`src/rtl/turn_phase_fsm_pkg.sv`:
```
// Shared game definitions: phase encoding, card count and picture/index widths.
// Latency: n/a (types and constants only).
// Backpressure: n/a.
package game_defs;

  // Number of face-down cards on the table in the standard game.
  localparam int CARD_COUNT = 12;

  // Picture code width, shared with next_turn and the position tracker.
  localparam int PIC_W = 4;

  // Card index width; limits the table to 16 cards.
  localparam int IDX_W = 4;

  // Phase encoding as seen on Q; 3'b010 is unused and recovers to IDLE.
  typedef enum logic [2:0] {
    ST_IDLE    = 3'b000,
    ST_OVER    = 3'b001,
    ST_SHOW    = 3'b011,
    ST_PICK    = 3'b100,
    ST_COMPARE = 3'b101,
    ST_NEXT    = 3'b110,
    ST_MOVE    = 3'b111
  } phase_t;

  // A card matches when its picture equals the tile ahead of the active chicken.
  function automatic logic pics_match(input logic [PIC_W-1:0] a,
                                      input logic [PIC_W-1:0] b);
    return (a == b);
  endfunction

endpackage

```
`src/rtl/turn_phase_fsm_reveal_timer.sv`:
```
// Down counter for the face-up hold: load, decrement to zero, zero flag.
// Latency: load/decrement take effect on the next edge; zero flag is combinational from the count.
// Backpressure: none; decrement saturates at zero.
module reveal_timer #(
  parameter int RT_W = 16
) (
  input  logic            clk,
  input  logic            rst_n,
  input  logic            i_load,
  input  logic [RT_W-1:0] i_load_val,
  input  logic            i_dec,
  output logic            o_zero
);

  logic [RT_W-1:0] r_cnt;

  // Load has priority over decrement; the count parks at zero.
  always_ff @(posedge clk or negedge rst_n) begin
    if (!rst_n) begin
      r_cnt <= '0;
    end else if (i_load) begin
      r_cnt <= i_load_val;
    end else if (i_dec && (r_cnt != '0)) begin
      r_cnt <= r_cnt - 1'b1;
    end
  end

  assign o_zero = (r_cnt == '0);

endmodule

```
`src/rtl/turn_phase_fsm.sv`:
```
// Per-turn sequencer: accept a card pick, compare with the target tile, then advance or reveal-and-pass.
// Latency: pick -> advance pulse 3 edges; pick -> next-turn pulse 3 + REVEAL_CYCLES edges.
// Backpressure: none; picks outside PICK (or invalid/face-up picks) are silently dropped.
module turn_phase_fsm
  import game_defs::*;
#(
  parameter int NUM_CARDS     = CARD_COUNT,
  parameter int REVEAL_CYCLES = 50,
  parameter int RT_W          = 16
) (
  input  logic                 clk,
  input  logic                 rst_n,
  input  logic                 start,
  input  logic                 pick_valid,
  input  logic [IDX_W-1:0]     pick_idx,
  input  logic [PIC_W-1:0]     card_pic,
  input  logic [PIC_W-1:0]     target_pic,
  input  logic                 final_step,
  output logic [2:0]           Q,
  output logic [IDX_W-1:0]     pick_q,
  output logic [NUM_CARDS-1:0] reveal_mask,
  output logic                 advance,
  output logic                 statecombo_next_turn,
  output logic                 game_over
);

  // Card count widened by one bit so an index equal to 16 can never alias.
  localparam logic [IDX_W:0]  LP_NUM    = (IDX_W+1)'(NUM_CARDS);
  // SHOW is entered with REVEAL_CYCLES-1 so it spans exactly REVEAL_CYCLES cycles.
  localparam logic [RT_W-1:0] LP_RELOAD = RT_W'(REVEAL_CYCLES - 1);

  phase_t                 r_state;
  logic [IDX_W-1:0]       r_pick_q;
  logic [NUM_CARDS-1:0]   r_mask;
  logic                   r_advance;
  logic                   r_turn;
  logic                   r_game_over;

  logic [NUM_CARDS-1:0]   w_set;
  logic                   w_idx_ok;
  logic                   w_card_down;
  logic                   w_pick_ok;
  logic                   w_all_up;
  logic                   w_pic_eq;
  logic                   w_tmr_load;
  logic                   w_tmr_dec;
  logic                   w_tmr_zero;

  // One-hot of the requested card; shifts out to zero for indices past the table,
  // which are rejected by w_idx_ok anyway.
  assign w_set       = NUM_CARDS'(1) << pick_idx;
  assign w_idx_ok    = ({1'b0, pick_idx} < LP_NUM);
  assign w_card_down = ~|(r_mask & w_set);
  assign w_pick_ok   = pick_valid & w_idx_ok & w_card_down;
  assign w_all_up    = &r_mask;
  assign w_pic_eq    = pics_match(card_pic, target_pic);

  // The timer is armed on a mismatch and only counts while the card is on show.
  assign w_tmr_load  = (r_state == ST_COMPARE) && !w_pic_eq;
  assign w_tmr_dec   = (r_state == ST_SHOW);

  reveal_timer #(
    .RT_W (RT_W)
  ) u_reveal_timer (
    .clk        (clk),
    .rst_n      (rst_n),
    .i_load     (w_tmr_load),
    .i_load_val (LP_RELOAD),
    .i_dec      (w_tmr_dec),
    .o_zero     (w_tmr_zero)
  );

  // Phase sequencer with the mask, latched pick and the one-cycle pulses.
  always_ff @(posedge clk or negedge rst_n) begin
    if (!rst_n) begin
      r_state     <= ST_IDLE;
      r_pick_q    <= '0;
      r_mask      <= '0;
      r_advance   <= 1'b0;
      r_turn      <= 1'b0;
      r_game_over <= 1'b0;
    end else begin
      // Pulses default low so each is high for only the cycle after MOVE/NEXT.
      r_advance <= 1'b0;
      r_turn    <= 1'b0;
      case (r_state)
        ST_IDLE: begin
          if (start) begin
            r_state <= ST_PICK;
          end
        end
        ST_PICK: begin
          // A fully revealed table leaves nothing to pick: pass the turn.
          if (w_all_up) begin
            r_state <= ST_NEXT;
          end else if (w_pick_ok) begin
            r_pick_q <= pick_idx;
            r_mask   <= r_mask | w_set;
            r_state  <= ST_COMPARE;
          end
        end
        ST_COMPARE: begin
          // card_pic is looked up from pick_q, which was registered last edge.
          r_state <= w_pic_eq ? ST_MOVE : ST_SHOW;
        end
        ST_MOVE: begin
          r_advance <= 1'b1;
          if (final_step) begin
            r_state     <= ST_OVER;
            r_game_over <= 1'b1;
          end else begin
            r_state <= ST_PICK;
          end
        end
        ST_SHOW: begin
          if (w_tmr_zero) begin
            r_state <= ST_NEXT;
          end
        end
        ST_NEXT: begin
          r_turn  <= 1'b1;
          r_mask  <= '0;
          r_state <= ST_PICK;
        end
        ST_OVER: begin
          // Restart keeps the chickens' positions but turns all cards face-down.
          if (start) begin
            r_state     <= ST_PICK;
            r_mask      <= '0;
            r_game_over <= 1'b0;
          end
        end
        default: begin
          r_state <= ST_IDLE;
        end
      endcase
    end
  end

  assign Q                    = r_state;
  assign pick_q               = r_pick_q;
  assign reveal_mask          = r_mask;
  assign advance              = r_advance;
  assign statecombo_next_turn = r_turn;
  assign game_over            = r_game_over;

endmodule

```
`config.mk`:
```
export PLATFORM = sky130hd
export DESIGN_NAME = turn_phase_fsm
export DESIGN_NICKNAME = d
export VERILOG_FILES = /design/src/rtl/turn_phase_fsm_pkg.sv /design/src/rtl/turn_phase_fsm_reveal_timer.sv /design/src/rtl/turn_phase_fsm.sv
export SDC_FILE = /design/constraint.sdc
export NUM_CORES = 1
export LEC_CHECK = 0
export ABC_AREA = 1
export BUFFER_PORTS_ARGS = -buffer_cell sky130_fd_sc_hd__buf_2
export CAP_MARGIN = 30
export CORE_MARGIN = 2
export CORE_UTILIZATION = 25
export CTS_CLUSTER_DIAMETER = 120
export DETAILED_ROUTE_END_ITERATION = 16
export PLACE_DENSITY_LB_ADDON = 0.05
export SLEW_MARGIN = 20
export SYNTH_ARGS = -nofsm -noshare
export SYNTH_HDL_FRONTEND = slang
export SYNTH_SLANG_ARGS = --single-unit
```
`constraint.sdc`:
```
create_clock -name clk -period 1.55 [get_ports clk]
set_input_delay 0.31 -clock clk [delete_from_list [all_inputs] [get_ports clk]]
set_output_delay 0.31 -clock clk [all_outputs]
set_load 0.05 [all_outputs]
```
---- Word level (Yosys, flattened, before mapping) ----
Index checks and enable logic that the tools add are counted.
operators by class
  add/sub/neg operators ................... 1
  magnitude comparators ................... 1
  eq/ne operators ......................... 14
  shift operators ......................... 1
  multiplexer cells ....................... 18
  bitwise operators ....................... 5
  reductions and logical operators ........ 17
operators by type and width
  kind                                                                    number
  12-bit two-way mux                                                      3
  12-bit one-hot mux with 3 select lines                                  1
  16-bit two-way mux                                                      2
  3-bit two-way mux                                                       6
  3-bit one-hot mux with 6 select lines                                   1
  16-bit zero test                                                        1
  16-bit nonzero test                                                     1
  16-bit by 1-bit subtractor with 16-bit output (second input constant)   1
  12-bit AND                                                              1
  3-bit equality test (second input constant)                             4
  12-bit bitwise OR                                                       1
  12-bit AND reduction                                                    1
  12-bit OR reduction                                                     1
  1-bit by 4-bit left shift with 12-bit output (first input constant)     1
  2-bit != test (second input constant)                                   5
  3-bit AND reduction                                                     3
  4-bit equality test                                                     1
  4-bit < comparator (second input constant)                              1
  1-bit two-way mux                                                       4
  4-bit AND reduction                                                     1
  2-bit nonzero test                                                      2
  3-bit by 1-bit equality test with 1-bit output (second input constant)  1
  3-bit by 2-bit equality test with 1-bit output (second input constant)  1
  3-bit zero test                                                         1
  9 further kinds                                                         12
storage, ports and cells
  bits in registers ....................... 38
  input bits .............................. 17
  output and inout bits ................... 22
  word-level logic and storage cells ...... 64

---- Depth between registers and ports, before layout ----
  depth in word-level cells ............... 8
  mapped depth ............................ 13
  mapped depth without buffers ............ 11

---- Cells and area by module ----
A second synthesis with hierarchy kept.
second synthesis, totals
  cells, all modules ...................... 386
  area total of the unflattened synthesis .. 2688.8 µm²
modules (own cells, without submodules)
  module          times used  cells an instance  area each (µm²)  seq. area each (µm²)
  turn_phase_fsm  1           203                1433.9           550.5
  reveal_timer    1           183                1255.0           400.4

---- Worst setup path before layout ----
Ideal clock, no wire load.
  path kind ............................... flip-flop to flip-flop
  start ................................... register r_state[2] (netlist: Q[2])
  end ..................................... register r_mask[9] (netlist: reveal_mask[9])
  library setup time ...................... 120 ps
  data arrival time ....................... 1717 ps
  data required time ...................... 1430 ps
  slack ................................... -287 ps
  stages on the path, launching flop included .. 9
  buffers on the path ..................... 1
  period minus slack after synthesis ...... 1837 ps
  path through ............................ dfrtp_1 nand2_1 nor2_2 inv_1 nor2_1 a21oi_2 buf_2 nand3_1 nand2_1
on the way
  word-level cells in the longest chain between the ends .. 3
  elaborated cells on any way between the ends .. 9
  classes of those cells .................. eq/ne: 6; mux: 1; reduce/logical: 2
RTL lines
  element                                                                                line                   text
  start, declared                                                                        turn_phase_fsm.sv:32   phase_t r_state;
  start signal, assigned                                                                 turn_phase_fsm.sv:104  r_state <= w_pic_eq ? ST_MOVE : ST_SHOW;
  3-bit equality test or 3-bit by 1-bit equality test with 1-bit output (tied branches)  turn_phase_fsm.sv:86   case (r_state)
  2-bit != test (no line) or 3-bit nonzero test (tied branches)                          -
  4-bit AND reduction (no line)                                                          -
  end signal, assigned                                                                   turn_phase_fsm.sv:98   r_mask <= r_mask | w_set;
  end, declared                                                                          turn_phase_fsm.sv:34   logic [NUM_CARDS-1:0] r_mask;
Several ways; a longest one is shown, not always the timed one.
A chain may end at the register's enable or synchronous reset.

---- Final worst setup path ----
  start ................................... register u_reveal_timer.r_cnt[7]
  end ..................................... register u_reveal_timer.r_cnt[14]
on the way
  word-level cells in the longest chain between the ends .. 3
  elaborated cells on any way between the ends .. 6
  classes of those cells .................. add/sub: 1; mux: 2; reduce/logical: 3
RTL lines
  element                                                                               line                                                                  text
  start, declared                                                                       turn_phase_fsm_reveal_timer.sv:15                                     logic [RT_W-1:0] r_cnt;
  start signal, assigned                                                                turn_phase_fsm_reveal_timer.sv:22                                     r_cnt <= i_load_val;
  start signal, assigned                                                                turn_phase_fsm_reveal_timer.sv:24                                     r_cnt <= r_cnt - 1'b1;
  16-bit by 1-bit subtractor with 16-bit output or 16-bit nonzero test (tied branches)  turn_phase_fsm_reveal_timer.sv:24, turn_phase_fsm_reveal_timer.sv:23
  16-bit two-way mux or 1-bit logical AND (tied branches)                               turn_phase_fsm_reveal_timer.sv:23                                     end else if (i_dec && (r_cnt != '0)) begin
  16-bit two-way mux or 2-bit nonzero test (tied branches)                              -
Several ways; a longest one is shown, not always the timed one. The select of a mux whose other input is x is not followed.

==> qor.txt <==
TritonRoute pass-1 iters: 4
FF-to-FF End: u_reveal_timer.r_cnt[14]$_DFFE_PN0P_
Initial core utilization: 0.255
Hold EP: game_over$_DFFE_PN0P_
H-tree lvl count: 2
Critical path required time: 1.72 ns
CP arrival: 1.67 ns
Reg-to-reg setup timing slack: 0.06 ns
Cell Count, Final, Fillers Out: 562
Final min period: 1.49 ns
Vias in the first global route: 2494
Switch share: 0.493
Max Transition Viols Final: 0
Vias: 2511
Core ar.: 9110 sq um
Reg clk slew, reported paths: 0.08 ns
Worst-path maximum fanout: 8
IO Pins: 39
Comb pwr share: 0.617
Layout overhead on the synthesized area: 51.5%
Status: finished clean
Initial antenna violation count: 0
Internal cell power: 2960 uW
LEAKAGE: 0.00176 uW
Number of setup violations in the final report: 0
Seq pwr share: 0.254
Share of layout cells above drive strength 1: 0.419
P_sw: 2870 uW
Clk_lat worst skew: 0.30 ns
Die height: 100 um
Unrepaired setup endpoints after global routing: true
Synth cell types: 30
Final hold vios: 0
Global Route Usage Sum: 0.153
# diodes: 0
Root Buffer: clkbuf_8
Clock network fraction of total power: 0.129
Nets: 468
Worst setup path category: register to register
Register bit total from synthesis: 38
Final WL: 7.47 mm
Syn Nets: 349
Avg Cell Area, Syn: 7.01 sq um
Antenna viol nets, final: 0
Worst reg2reg path depth: 8
Relative slew slack: 0.688
Pwr Density: 1660 nW/um^2
Register area share after synthesis: 0.410
Warnings, synthesis: 0
Drt wl/cell: 13.3 um
Skew final: 0.0119 ns
Hold path depth: 3
Fin crit share: 0.963
TritonCTS clock tree: yes
Hold WS: 0.297 ns
# rows: 35
Worst-Margin Slew: 0.465 ns
DRC viols: 0
Total global routing overflow: 0
I/O Buffers: 38
Synthesized instance count: 331
Post-Syn Area: 2320 sq um
Die Area: 10100 sq um
Global-route wire length before repair: 12.2 mm
Longest Clk Path Bufs: 2
Hold_sp: final_step
Largest net degree at the start of global routing: 39
# Max-Cap Violations: 0
Critical path startpoint category: register
Max IR drop VDD: 664 uV
Routability Congestion: 0.799
Sink Count: 38
Critical Path End Type: register
Setup_tns: 0 ns
CTS Buf Count: 5
Vias per cell: 4.47
Placed cell count: 540
Highest clock rate: 670 MHz
1st-iter DRT viols: 92
Reg-to-reg critical path startpoint: u_reveal_timer.r_cnt[7]$_DFFE_PN0P_
Die width: 100 um
HPWL Detailed: 5.38 mm
Min-Delay Path Class: input port to register
cell usage after synthesis (all sizes together):
master / count / share of area
a21oi: 15 / 0.034
nand3: 39 / 0.090
o22ai: 1 / 0.0027
dfrtp: 38 / 0.41
ha: 1 / 0.0054
nand3b: 1 / 0.0032
o21ai: 15 / 0.032
xnor2: 4 / 0.015
nand4: 9 / 0.024
and3: 1 / 0.0027
a21boi: 1 / 0.0032
buf: 6 / 0.020
xor2: 1 / 0.0038
nand2: 92 / 0.16
or2: 1 / 0.0027
o21a: 1 / 0.0032
nor3: 11 / 0.024
inv: 36 / 0.058
a31oi: 2 / 0.0054
clkbuf: 1 / 0.0016
nor2: 55 / 0.10
layout make-up:
cell class,count,area [sq um]
Tap cell,111,139
Multi-Input combinational cell,251,1340
Inverter,36,140
Clock buffer,6,82.6
Timing Repair Buffer,118,830
Fill cell,1006,5590
Clock inverter,2,12.5
Sequential cell,38,970
critical path, stage by stage (launching register included):
cell and delay, ns:
dfrtp_1 0.39, nor2_2 0.14, nand2_1 0.10, nor2_2 0.17, nand3_2 0.11, nand2_4 0.15, nand2_2 0.13, nand3_1 0.10
o21ai_0 0.08
metal layers:
layer / up-vias / track usage / wire length, um / share of wire
li1: 1305 / - / - / -
met1: 1160 / 0.192 / 3410 / 0.46
met2: 39 / 0.272 / 3770 / 0.51
met3: 7 / 0.0244 / 191 / 0.026
met4: 0 / 0.0421 / 98 / 0.013
met5: - / 0 / 0 / 0
per-stage QoR:
stage                      util  power [uW]  instance area (sq um)  setup slack, ns
after detailed placement  0.347        4680                   3160           -0.211
after global placement    0.347        4690                   3160           -0.216
after floorplan               -        3540                   2370          0.00318
final                     0.386        5830                   3510           0.0568
after global routing      0.386        6270                   3510          -0.0531
after CTS                 0.367        5630                   3350           0.0105
state kept, by name, summed over array words and instances, names as in the netlist:
name,cells
u_reveal_timer.r_cnt,16
reveal_mask,12
pick_q,4
Q,3
advance,1
game_over,1
statecombo_next_turn,1
worst max-delay path by stage:
stage	start	end	slack [ns]	cells past startpoint
CTS	reveal_mask[6]$_DFFE_PN0P_	reveal_mask[10]$_DFFE_PN0P_	0.01	9
global route	u_reveal_timer.r_cnt[1]$_DFFE_PN0P_	u_reveal_timer.r_cnt[14]$_DFFE_PN0P_	-0.05	9
finish	u_reveal_timer.r_cnt[7]$_DFFE_PN0P_	u_reveal_timer.r_cnt[14]$_DFFE_PN0P_	0.06	8
detailed placement	pick_idx[3]	reveal_mask[10]$_DFFE_PN0P_	-0.21	12
global placement	pick_idx[3]	reveal_mask[11]$_DFFE_PN0P_	-0.22	12
floorplan	Q[0]$_DFFE_PN0P_	reveal_mask[10]$_DFFE_PN0P_	0.003	8
timing repair:
action | in CTS | in global routing
gates cloned | 0 | 1
setup endpoints to repair | 22 | 33
resized for setup | 10 | 26
pin swaps | 4 | 12
hold buffers | 1 | 0
hold endpoints to repair | 38 | 0
setup buffers | 3 | 9
kinds of logic after synthesis:
family / after synthesis / synth area share
and+or+nand+nor: 209 / 0.405
buffers and inverters: 43 / 0.0804
DFF: 38 / 0.410
AOI/OAI and AO/OA: 35 / 0.0809
xor gates and xnor gates: 5 / 0.0189
adders and majority gates: 1 / 0.00539
placed cells by master (no fill, tap or decap), drive strengths merged, types with 9 or more instances in the layout:
| cell | instances |
|---|---|
| nand4 | 9 |
| nor2 | 55 |
| nand3 | 39 |
| buf | 117 |
| o21ai | 15 |
| nor3 | 11 |
| inv | 36 |
| a21oi | 15 |
| dfrtp | 38 |
| nand2 | 93 |
power groups by stage:
stage	Combinational, uW	Sequential, uW	Clock (uW)
6_report	3600	1480	751
5_1_grt	3940	1520	810
3_5_place_dp	3180	1510	0
3_3_place_gp	3180	1500	0
2_1_floorplan	1240	2300	0
4_1_cts	3360	1490	783
No activity file was read; power rests on OpenSTA's default activity.
